### src/rtl/vga_text_scanner.sv
// vga_text_scanner
//   Pixel-clock-domain scanner for an 80x30 text screen of 8x16 character cells.
//   It produces 640x480@60 VGA timing and reads the character video RAM and an
//   external font ROM through a 3-stage pipeline. RGB, hsync, vsync and
//   frame_start_o all leave the block registered, 3 cycles after the counter
//   value they describe, with no skew between sync and pixel data.
//
// Ports:
//   clk_pxl_i      pixel clock (only clock)
//   pxl_reset_i    synchronous active-high reset
//   vram_addr_o    character address into video RAM (0 outside the visible area)
//   vram_data_i    character code, valid 1 cycle after vram_addr_o
//   font_addr_o    {char[7:0], glyph_row[3:0]} into the font ROM
//   font_data_i    glyph row, bit7 = leftmost pixel, valid 1 cycle after font_addr_o
//   vga_red_o/vga_green_o/vga_blue_o   RGB444 pixel
//   vga_hsync_o/vga_vsync_o            active-low syncs
//   frame_start_o  1-cycle pulse aligned with pixel (0,0) on the outputs
//
// Optional build macro VGA_TEXT_CURSOR_EN:
//   adds cursor_col_i[6:0], cursor_row_i[4:0], cursor_en_i[0:0] and a 6-bit
//   frame counter; the cursor cell shows a solid underline on glyph rows 14-15
//   while frame_ctr[5] is set (64-frame blink period).
module vga_text_scanner #(
  parameter int          H_VISIBLE = 640,
  parameter int          H_FRONT   = 16,
  parameter int          H_SYNC    = 96,
  parameter int          H_BACK    = 48,
  parameter int          V_VISIBLE = 480,
  parameter int          V_FRONT   = 10,
  parameter int          V_SYNC    = 2,
  parameter int          V_BACK    = 33,
  parameter int          COLS      = 80,
  parameter logic [11:0] FG_COLOR  = 12'hFFF,
  parameter logic [11:0] BG_COLOR  = 12'h000
) (
  input  logic        clk_pxl_i,
  input  logic        pxl_reset_i,
  output logic [11:0] vram_addr_o,
  input  logic [7:0]  vram_data_i,
  output logic [11:0] font_addr_o,
  input  logic [7:0]  font_data_i,
  output logic [3:0]  vga_red_o,
  output logic [3:0]  vga_green_o,
  output logic [3:0]  vga_blue_o,
  output logic        vga_hsync_o,
  output logic        vga_vsync_o,
  output logic        frame_start_o
`ifdef VGA_TEXT_CURSOR_EN
  ,
  input  logic [6:0]  cursor_col_i,
  input  logic [4:0]  cursor_row_i,
  input  logic [0:0]  cursor_en_i
`endif
);

  localparam logic [9:0]  H_LAST   = 10'(H_VISIBLE + H_FRONT + H_SYNC + H_BACK - 1);
  localparam logic [9:0]  V_LAST   = 10'(V_VISIBLE + V_FRONT + V_SYNC + V_BACK - 1);
  localparam logic [9:0]  H_VIS    = 10'(H_VISIBLE);
  localparam logic [9:0]  V_VIS    = 10'(V_VISIBLE);
  localparam logic [9:0]  HS_BEG   = 10'(H_VISIBLE + H_FRONT);
  localparam logic [9:0]  HS_END   = 10'(H_VISIBLE + H_FRONT + H_SYNC);
  localparam logic [9:0]  VS_BEG   = 10'(V_VISIBLE + V_FRONT);
  localparam logic [9:0]  VS_END   = 10'(V_VISIBLE + V_FRONT + V_SYNC);
  localparam logic [11:0] ROW_STEP = 12'(COLS);

  // Stage 0: counters and running row base address
  logic [9:0]  r_h;
  logic [9:0]  r_v;
  logic [11:0] r_row_base;
  logic        w_h_last;
  logic        w_v_last;
  logic        w_visible;
  logic        w_hsync_act;
  logic        w_vsync_act;
  logic        w_frame;
  logic        w_cursor;
  logic        w_pix_bit;

  // Pipeline delay registers (sync flags are stored active-high)
  logic [3:0]  r_vrow_d1;
  logic [2:0]  r_hpix_d1;
  logic [2:0]  r_hpix_d2;
  logic        r_blank_d1;
  logic        r_blank_d2;
  logic        r_hs_d1;
  logic        r_hs_d2;
  logic        r_vs_d1;
  logic        r_vs_d2;
  logic        r_fs_d1;
  logic        r_fs_d2;
  logic        r_cur_d1;
  logic        r_cur_d2;

  // Stage 3 output registers
  logic [11:0] r_rgb;
  logic        r_hsync;
  logic        r_vsync;
  logic        r_frame_start;

  assign w_h_last    = (r_h == H_LAST);
  assign w_v_last    = (r_v == V_LAST);
  assign w_visible   = (r_h < H_VIS) && (r_v < V_VIS);
  assign w_hsync_act = (r_h >= HS_BEG) && (r_h < HS_END);
  assign w_vsync_act = (r_v >= VS_BEG) && (r_v < VS_END);
  assign w_frame     = (r_h == 10'd0) && (r_v == 10'd0);

`ifdef VGA_TEXT_CURSOR_EN
  logic [5:0] r_frame_ctr;

  // Frame counter for the cursor blink, advances on every v wrap
  always_ff @(posedge clk_pxl_i) begin
    if (pxl_reset_i) begin
      r_frame_ctr <= 6'd0;
    end else if (w_h_last && w_v_last) begin
      r_frame_ctr <= r_frame_ctr + 6'd1;
    end else begin
      r_frame_ctr <= r_frame_ctr;
    end
  end

  // Cursor cell, glyph rows 14 and 15 only (v[3:1] == 3'b111)
  assign w_cursor = cursor_en_i[0] && r_frame_ctr[5] &&
                    (r_h[9:3] == cursor_col_i) && (r_v[8:4] == cursor_row_i) &&
                    (r_v[3:1] == 3'b111);
`else
  assign w_cursor = 1'b0;
`endif

  // Raster counters; row_base steps by one text row after every 16th line,
  // so the character address needs only an adder
  always_ff @(posedge clk_pxl_i) begin
    if (pxl_reset_i) begin
      r_h        <= 10'd0;
      r_v        <= 10'd0;
      r_row_base <= 12'd0;
    end else if (w_h_last) begin
      r_h <= 10'd0;
      if (w_v_last) begin
        r_v        <= 10'd0;
        r_row_base <= 12'd0;
      end else if (r_v[3:0] == 4'hF) begin
        r_v        <= r_v + 10'd1;
        r_row_base <= r_row_base + ROW_STEP;
      end else begin
        r_v        <= r_v + 10'd1;
        r_row_base <= r_row_base;
      end
    end else begin
      r_h        <= r_h + 10'd1;
      r_v        <= r_v;
      r_row_base <= r_row_base;
    end
  end

  // Character address, forced to 0 outside the visible area
  always_comb begin
    vram_addr_o = 12'd0;
    if (w_visible) begin
      vram_addr_o = r_row_base + {5'd0, r_h[9:3]};
    end else begin
      vram_addr_o = 12'd0;
    end
  end

  // Stage 1: glyph row address straight from the RAM data
  assign font_addr_o = {vram_data_i, r_vrow_d1};

  // Stage 2: select the pixel bit, MSB is the leftmost pixel
  always_comb begin
    w_pix_bit = font_data_i[3'd7 - r_hpix_d2] | r_cur_d2;
  end

  // Delay line carrying per-pixel side information to the output stage
  always_ff @(posedge clk_pxl_i) begin
    if (pxl_reset_i) begin
      r_vrow_d1  <= 4'd0;
      r_hpix_d1  <= 3'd0;
      r_hpix_d2  <= 3'd0;
      r_blank_d1 <= 1'b1;
      r_blank_d2 <= 1'b1;
      r_hs_d1    <= 1'b0;
      r_hs_d2    <= 1'b0;
      r_vs_d1    <= 1'b0;
      r_vs_d2    <= 1'b0;
      r_fs_d1    <= 1'b0;
      r_fs_d2    <= 1'b0;
      r_cur_d1   <= 1'b0;
      r_cur_d2   <= 1'b0;
    end else begin
      r_vrow_d1  <= r_v[3:0];
      r_hpix_d1  <= r_h[2:0];
      r_hpix_d2  <= r_hpix_d1;
      r_blank_d1 <= ~w_visible;
      r_blank_d2 <= r_blank_d1;
      r_hs_d1    <= w_hsync_act;
      r_hs_d2    <= r_hs_d1;
      r_vs_d1    <= w_vsync_act;
      r_vs_d2    <= r_vs_d1;
      r_fs_d1    <= w_frame;
      r_fs_d2    <= r_fs_d1;
      r_cur_d1   <= w_cursor;
      r_cur_d2   <= r_cur_d1;
    end
  end

  // Stage 3: registered colour and sync outputs
  always_ff @(posedge clk_pxl_i) begin
    if (pxl_reset_i) begin
      r_rgb         <= 12'h000;
      r_hsync       <= 1'b1;
      r_vsync       <= 1'b1;
      r_frame_start <= 1'b0;
    end else begin
      if (r_blank_d2) begin
        r_rgb <= 12'h000;
      end else if (w_pix_bit) begin
        r_rgb <= FG_COLOR;
      end else begin
        r_rgb <= BG_COLOR;
      end
      r_hsync       <= ~r_hs_d2;
      r_vsync       <= ~r_vs_d2;
      r_frame_start <= r_fs_d2;
    end
  end

  assign vga_red_o     = r_rgb[11:8];
  assign vga_green_o   = r_rgb[7:4];
  assign vga_blue_o    = r_rgb[3:0];
  assign vga_hsync_o   = r_hsync;
  assign vga_vsync_o   = r_vsync;
  assign frame_start_o = r_frame_start;

endmodule

### config.mk
export PLATFORM = sky130hd
export DESIGN_NAME = vga_text_scanner
export DESIGN_NICKNAME = d
export VERILOG_FILES = /design/src/rtl/vga_text_scanner.sv
export SDC_FILE = /design/constraint.sdc
export NUM_CORES = 1
export LEC_CHECK = 0
export CAP_MARGIN = 20
export CELL_PAD_IN_SITES_DETAIL_PLACEMENT = 1
export CELL_PAD_IN_SITES_GLOBAL_PLACEMENT = 1
export CORE_ASPECT_RATIO = 1.75
export CORE_MARGIN = 2
export CORE_UTILIZATION = 39
export CTS_BUF_LIST = sky130_fd_sc_hd__clkbuf_4 sky130_fd_sc_hd__clkbuf_8
export CTS_CLUSTER_SIZE = 16
export DETAILED_ROUTE_END_ITERATION = 10
export PLACE_DENSITY_LB_ADDON = 0.1
export SLEW_MARGIN = 20
export SYNTH_ARGS = -nofsm -noshare
export SYNTH_HDL_FRONTEND = slang
export SYNTH_SLANG_ARGS = --single-unit
### constraint.sdc
create_clock -name clk_pxl_i -period 2.65 [get_ports clk_pxl_i]
set_input_delay 0.3975 -clock clk_pxl_i [delete_from_list [all_inputs] [get_ports clk_pxl_i]]
set_output_delay 0.3975 -clock clk_pxl_i [all_outputs]
set_load 0.1 [all_outputs]
Word-level counts from Yosys, hierarchy flattened:

Cells that the tools add are included.

* $add $sub $neg: 5
* $lt $le $gt $ge: 7
* equality and inequality tests: 3
* muxes and demuxes: 7
* bitwise logic cells: 3
* reductions and logical operators: 10

Operator list (number)
* $mux W12: 4
* $add A10 B1 Y10 const B: 2
* $eq A10 B10 Y1 const B: 2
* $logic_not A10 Y1: 2
* $lt A10 B10 Y1 const B: 2
* $lt A10 B9 Y1 const B: 2
* $add A12 B7 Y12: 1
* $add A12 B7 Y12 const B: 1
* $ge A10 B10 Y1 const B: 1
* $ge A10 B9 Y1 const B: 1
* $mux W10: 1
* $eq A4 B4 Y1 const B: 1
* $logic_and A1 B1 Y1: 4
* $lt A3 B4 Y1 const B: 1
* $reduce_or A2 Y1: 2
* $bmux W1 S3: 1
* $not A1 Y1: 3
* $sub A3 B3 Y3 const A: 1
* $reduce_and A2 Y1: 1
* $reduce_bool A2 Y1: 1
* $mux W1: 1

* bits in registers: 65
* output and inout port bits: 39
* word-level logic and storage cells: 53

Logic depth before layout (Yosys ltp):

* word-level depth: 4
* depth in mapped cells: 7
* depth with buffers taken out: 6

Worst setup path after synthesis:

No wires, ideal clock.

* kind: reg-to-output
* start: register r_h[8]
* end: output port vram_addr_o[11]
* arrival time: 2.999 ns
* data required time: 2.253 ns
* slack: -0.746 ns
* stages on the path, launching flop included: 6
* buffers on the path: 0
* cell sequence: dfxtp_1 > ha_1 > a21o_1 > a21oi_1 > or4_1 > a21oi_1

* longest elaborated chain between the ends: 3
* elaborated cells on any way between the ends: 4
* classes of those cells: add/sub: 1; order compare: 1; mux: 1; reduce/logical: 1

Ends and longest elaborated chain
* start, declared: RTL line 67 `logic [9:0] r_h;`
* start signal, assigned: RTL line 149 `r_h <= r_h + 10'd1;`
* $lt A10 B10 Y1: RTL line 102 `assign w_visible = (r_h < H_VIS) && (r_v < V_VIS);`
* $logic_and A1 B1 Y1: RTL line 102
* $mux W12 *: RTL line 158 `if (w_visible) begin`
* end, declared: RTL line 38 `output logic [11:0] vram_addr_o,`

Every way passes the cells marked *; elsewhere a longest branch is shown, timed or not.

Final worst setup path:

Same ends and word-level chain as after synthesis.

==> summary.md <==
| Metric | Value |
|---|---|
| Post-synth top area cell | `dfxtp_1` |
| Routability cong. | `around 0.78` |
| Minimum clock period after layout | `approximately 2.6 ns` |
| First-pass GRT wire length | `between 9000 and 10000 um` |
| Most instantiated cells after synthesis | `dfxtp_1, a21oi_1, buf_4` |
| CTS Buf Count | `5` |
| Ys async rst share | `0%` |
| Core Region | `6230 um^2` |
| Die ar. | `slightly above 7000 um^2` |
| Compound-Gate Fraction of Synth Area | `a little over an eighth` |
| Dpl cells | `376` |
| Mapped Area | `2510 um^2` |
| Detailed-router iteration count before antenna repair | `4` |
| Delay-heaviest family, CP | `simple AND/OR/NAND/NOR gates` |
| Layout cells sized above 1 | `between 20% and 30%` |
| Final Power | `around 0.0015 W` |
| Max VDD drop | `around 0.35 mV` |
| Critical path, cell by cell | `ha_4, a21o_1, a21oi_4, or4_4, a21oi_4, buf_12` |
| Largest cells by area after synthesis | `dfxtp_1, buf_4, a21oi_1` |
| Nets | `330` |
| H-tree levels | `2` |
| Mapped Nets | `between 300 and 400` |
| Leakage | `between 1 and 1.5 nW` |
| Register bit total from synthesis | `50` |
| Largest family of logic cells by synthesized area | `simple AND/OR/NAND/NOR gates` |
| Final setup viols | `0` |
| Post-Syn Area per Cell | `between 8 and 9 um^2` |
| Bufs and invs on worst path | `1` |
| Std cell rows | `38` |
| Status | `completed` |
| P&R area growth vs syn | `24.5%` |
| Slew @ Worst Pin | `just under 0.7 ns` |
| Post-synthesis sequential area ratio | `39.9%` |
| # diodes | `0` |
| Setup Crit Path Kind | `flop to output pin` |
| Initial antenna violation count | `0` |
| Chip Width | `between 60 and 70 um` |
| Placed Area | `between 2000 and 3000 um^2` |
| Initial DRC count | `78` |
| Clock Tree Buf Depth | `2` |
| Pre-CTS setup slack | `~0.24 ns` |
| Root Buffer | `clkbuf_8` |
| Simple-gate share of the synthesized area | `a little over a quarter` |
| Most used cell, CP | `a21oi_4` |
| Critical path launch point type | `flop` |
| Post-Synth Adder-Cell Area | `3.99%` |
| Period utilization | `96.6%` |
| Mux cell area share after synthesis | `about 2.2%` |
| Vias in the first global route | `approximately 2000` |
| Most common cell in the netlist | `dfxtp_1` |
| Io pins | `57` |
| Synth Area in XOR/XNOR | `between 3 and 4%` |
| Finished Cell Area | `3120 um^2` |
| Worst path max stage delay | `roughly 0.54 ns` |
| Setup WS post-layout | `between 0.09 and 0.1 ns` |
| Kind of end point of the critical path | `output pin` |
| Clock skew | `approximately 0.0084 ns` |
| Syn Inst Count | `~290` |
| Req. time, crit path | `between 2 and 2.5 ns` |
| Worst-Skew Late Latency | `0.32 ns` |
| CP max FO | `9` |
| Share of the synthesized area in the top cell type | `39.9%` |
| Post-synth EDFFs | `0` |
| CTS tree | `done` |
| WL per Instance | `~16 um` |
| Hold Path Class | `flop to flop` |
| Detailed-route via count | `between 2000 and 2500` |
| Vias per cell | `approximately 5.4` |
| Max-Cap Viols | `0` |
| GR Overflow Total | `0` |
| Max Slew Vio Count | `0` |
| Wirelength, routed | `6130 um` |
| Yosys warnings | `0` |
| Starting Density | `approximately two fifths` |
| Worst-path clk slew | `about 0.1 ns` |
| Final hold slack | `approximately 0.4 ns` |
| DRT antenna net count | `0` |
| Largest net degree at the start of global routing | `53` |
| Yosys cell types | `47` |
| Fmax | `around 390 MHz` |
| Port Buf Inserts | `40` |
| Die Y | `around 110 um` |
| Power Dens Cells | `about 470 nW/um^2` |
| Top FF cell, synth | `dfxtp_1` |
| Final non-filler cell total | `around 390` |
| Post-DP HPWL | `4440 um` |
| Max_slew headroom | `a little over half` |
| CP arrival | `2.16 ns` |
| DRC Markers | `0` |
| Gr usage total | `a little under a fifth` |
| Critical path's slowest cell | `or4_4` |
| Final Hold Viols | `0` |
| Clock sink count | `50` |
==> cell usage in the layout, fill, tap and decap left out, types with 2 or more instances in the layout <==
| cell | n |
|---|---|
| a21oi_2 | 3 |
| inv_1 | 8 |
| a31oi_1 | 4 |
| buf_12 | 13 |
| nand4b_1 | 3 |
| nand2_1 | 12 |
| and2_1 | 5 |
| nand4_1 | 5 |
| a311oi_1 | 5 |
| or2_2 | 2 |
| dfxtp_2 | 3 |
| o21ai_0 | 8 |
| nor2_1 | 16 |
| or4_1 | 2 |
| nor3_1 | 8 |
| nand3_1 | 14 |
| o21bai_1 | 2 |
| ha_1 | 7 |
| o32ai_1 | 5 |
| clkbuf_8 | 5 |
| nor3b_1 | 2 |
| a21oi_4 | 2 |
| nor2b_1 | 10 |
| or3_1 | 10 |
| a41oi_1 | 2 |
| o31ai_1 | 2 |
| xnor2_1 | 5 |
| nand3b_1 | 2 |
| and3_1 | 6 |
| clkdlybuf4s50_1 | 9 |
| buf_4 | 27 |
| dfxtp_1 | 47 |
| nor4_1 | 2 |
| xor2_1 | 6 |
| nand2b_1 | 6 |
| a21oi_1 | 15 |
| mux4_2 | 2 |
| or4_4 | 2 |
==> path summary, 6_finish.rpt <==
| kind | depth (start not counted) | slack [ns] | to | startpoint |
|---|---|---|---|---|
| max | 6 | 0.09 | vram_addr_o[11] | r_h[8] |
| min | 1 | 0.39 | vga_vsync_o | r_vs_d2 |
| max reg2reg | 7 | 0.62 | r_v[8] | r_v[0] |
| min reg2reg | 1 | 0.39 | vga_vsync_o | r_vs_d2 |
==> repair_timing <==
item                                    in CTS  in global routing
hold buffers                                 0                  0
gates resized for setup                      2                  6
pin swaps                                    2                  3
setup buffers                                1                  0
endpoints found under the setup margin       5                  2
==> final cells by class <==
class                           count  area [um^2]
Timing Repair Buffer               49          553
Inverter                            8         30.0
Sequential cell                    50         1000
Clock buffer                        5         68.8
Clock inverter                      3         47.5
Fill cell                         741         3100
Tap cell                           80          100
Multi-Input combinational cell    190         1320
==> flip-flops by register name, indices dropped and copies added (netlist names), 3 cells and up <==
register	flops
r_hpix_d1	3
r_hpix_d2	3
r_row_base	8
r_v	10
r_vrow_d1	4
r_h	10
==> routing by layer <==
metal	routed length (um)	global-route usage (%)
met1	2530	19.9
met2	3360	34.0
met3	122	3.25
met4	114	7.29
met5	0	0
==> report_power, final <==
part / switching, W / internal (W) / leakage (nW)
clock network: 0.000279 / 0.000287 / 0.0587
registers: 0.00000909 / 0.000764 / 0.407
logic: 0.0000756 / 0.0000398 / 0.726
total: 0.000364 / 0.00109 / 1.19
==> cells by family after synthesis <==
| logic type | after synthesis |
|---|---|
| compound gates | 52 |
| buf+inv | 45 |
| simple gates | 116 |
| flops | 50 |
| xor+xnor | 11 |
| mux | 3 |
| fa+ha+maj | 8 |
==> per-stage QoR <==
| step | utilization (%) | setup TNS [ns] |
|---|---|---|
| finish | 50.2 | 0 |
| floorplan | - | -1.06 |
| global placement | 47.5 | 0 |
| detailed placement | 47.5 | 0 |
| global route | 50.2 | -0.00295 |
| CTS | 49.6 | 0 |
Note: power is estimated with default switching activity, not from simulation.
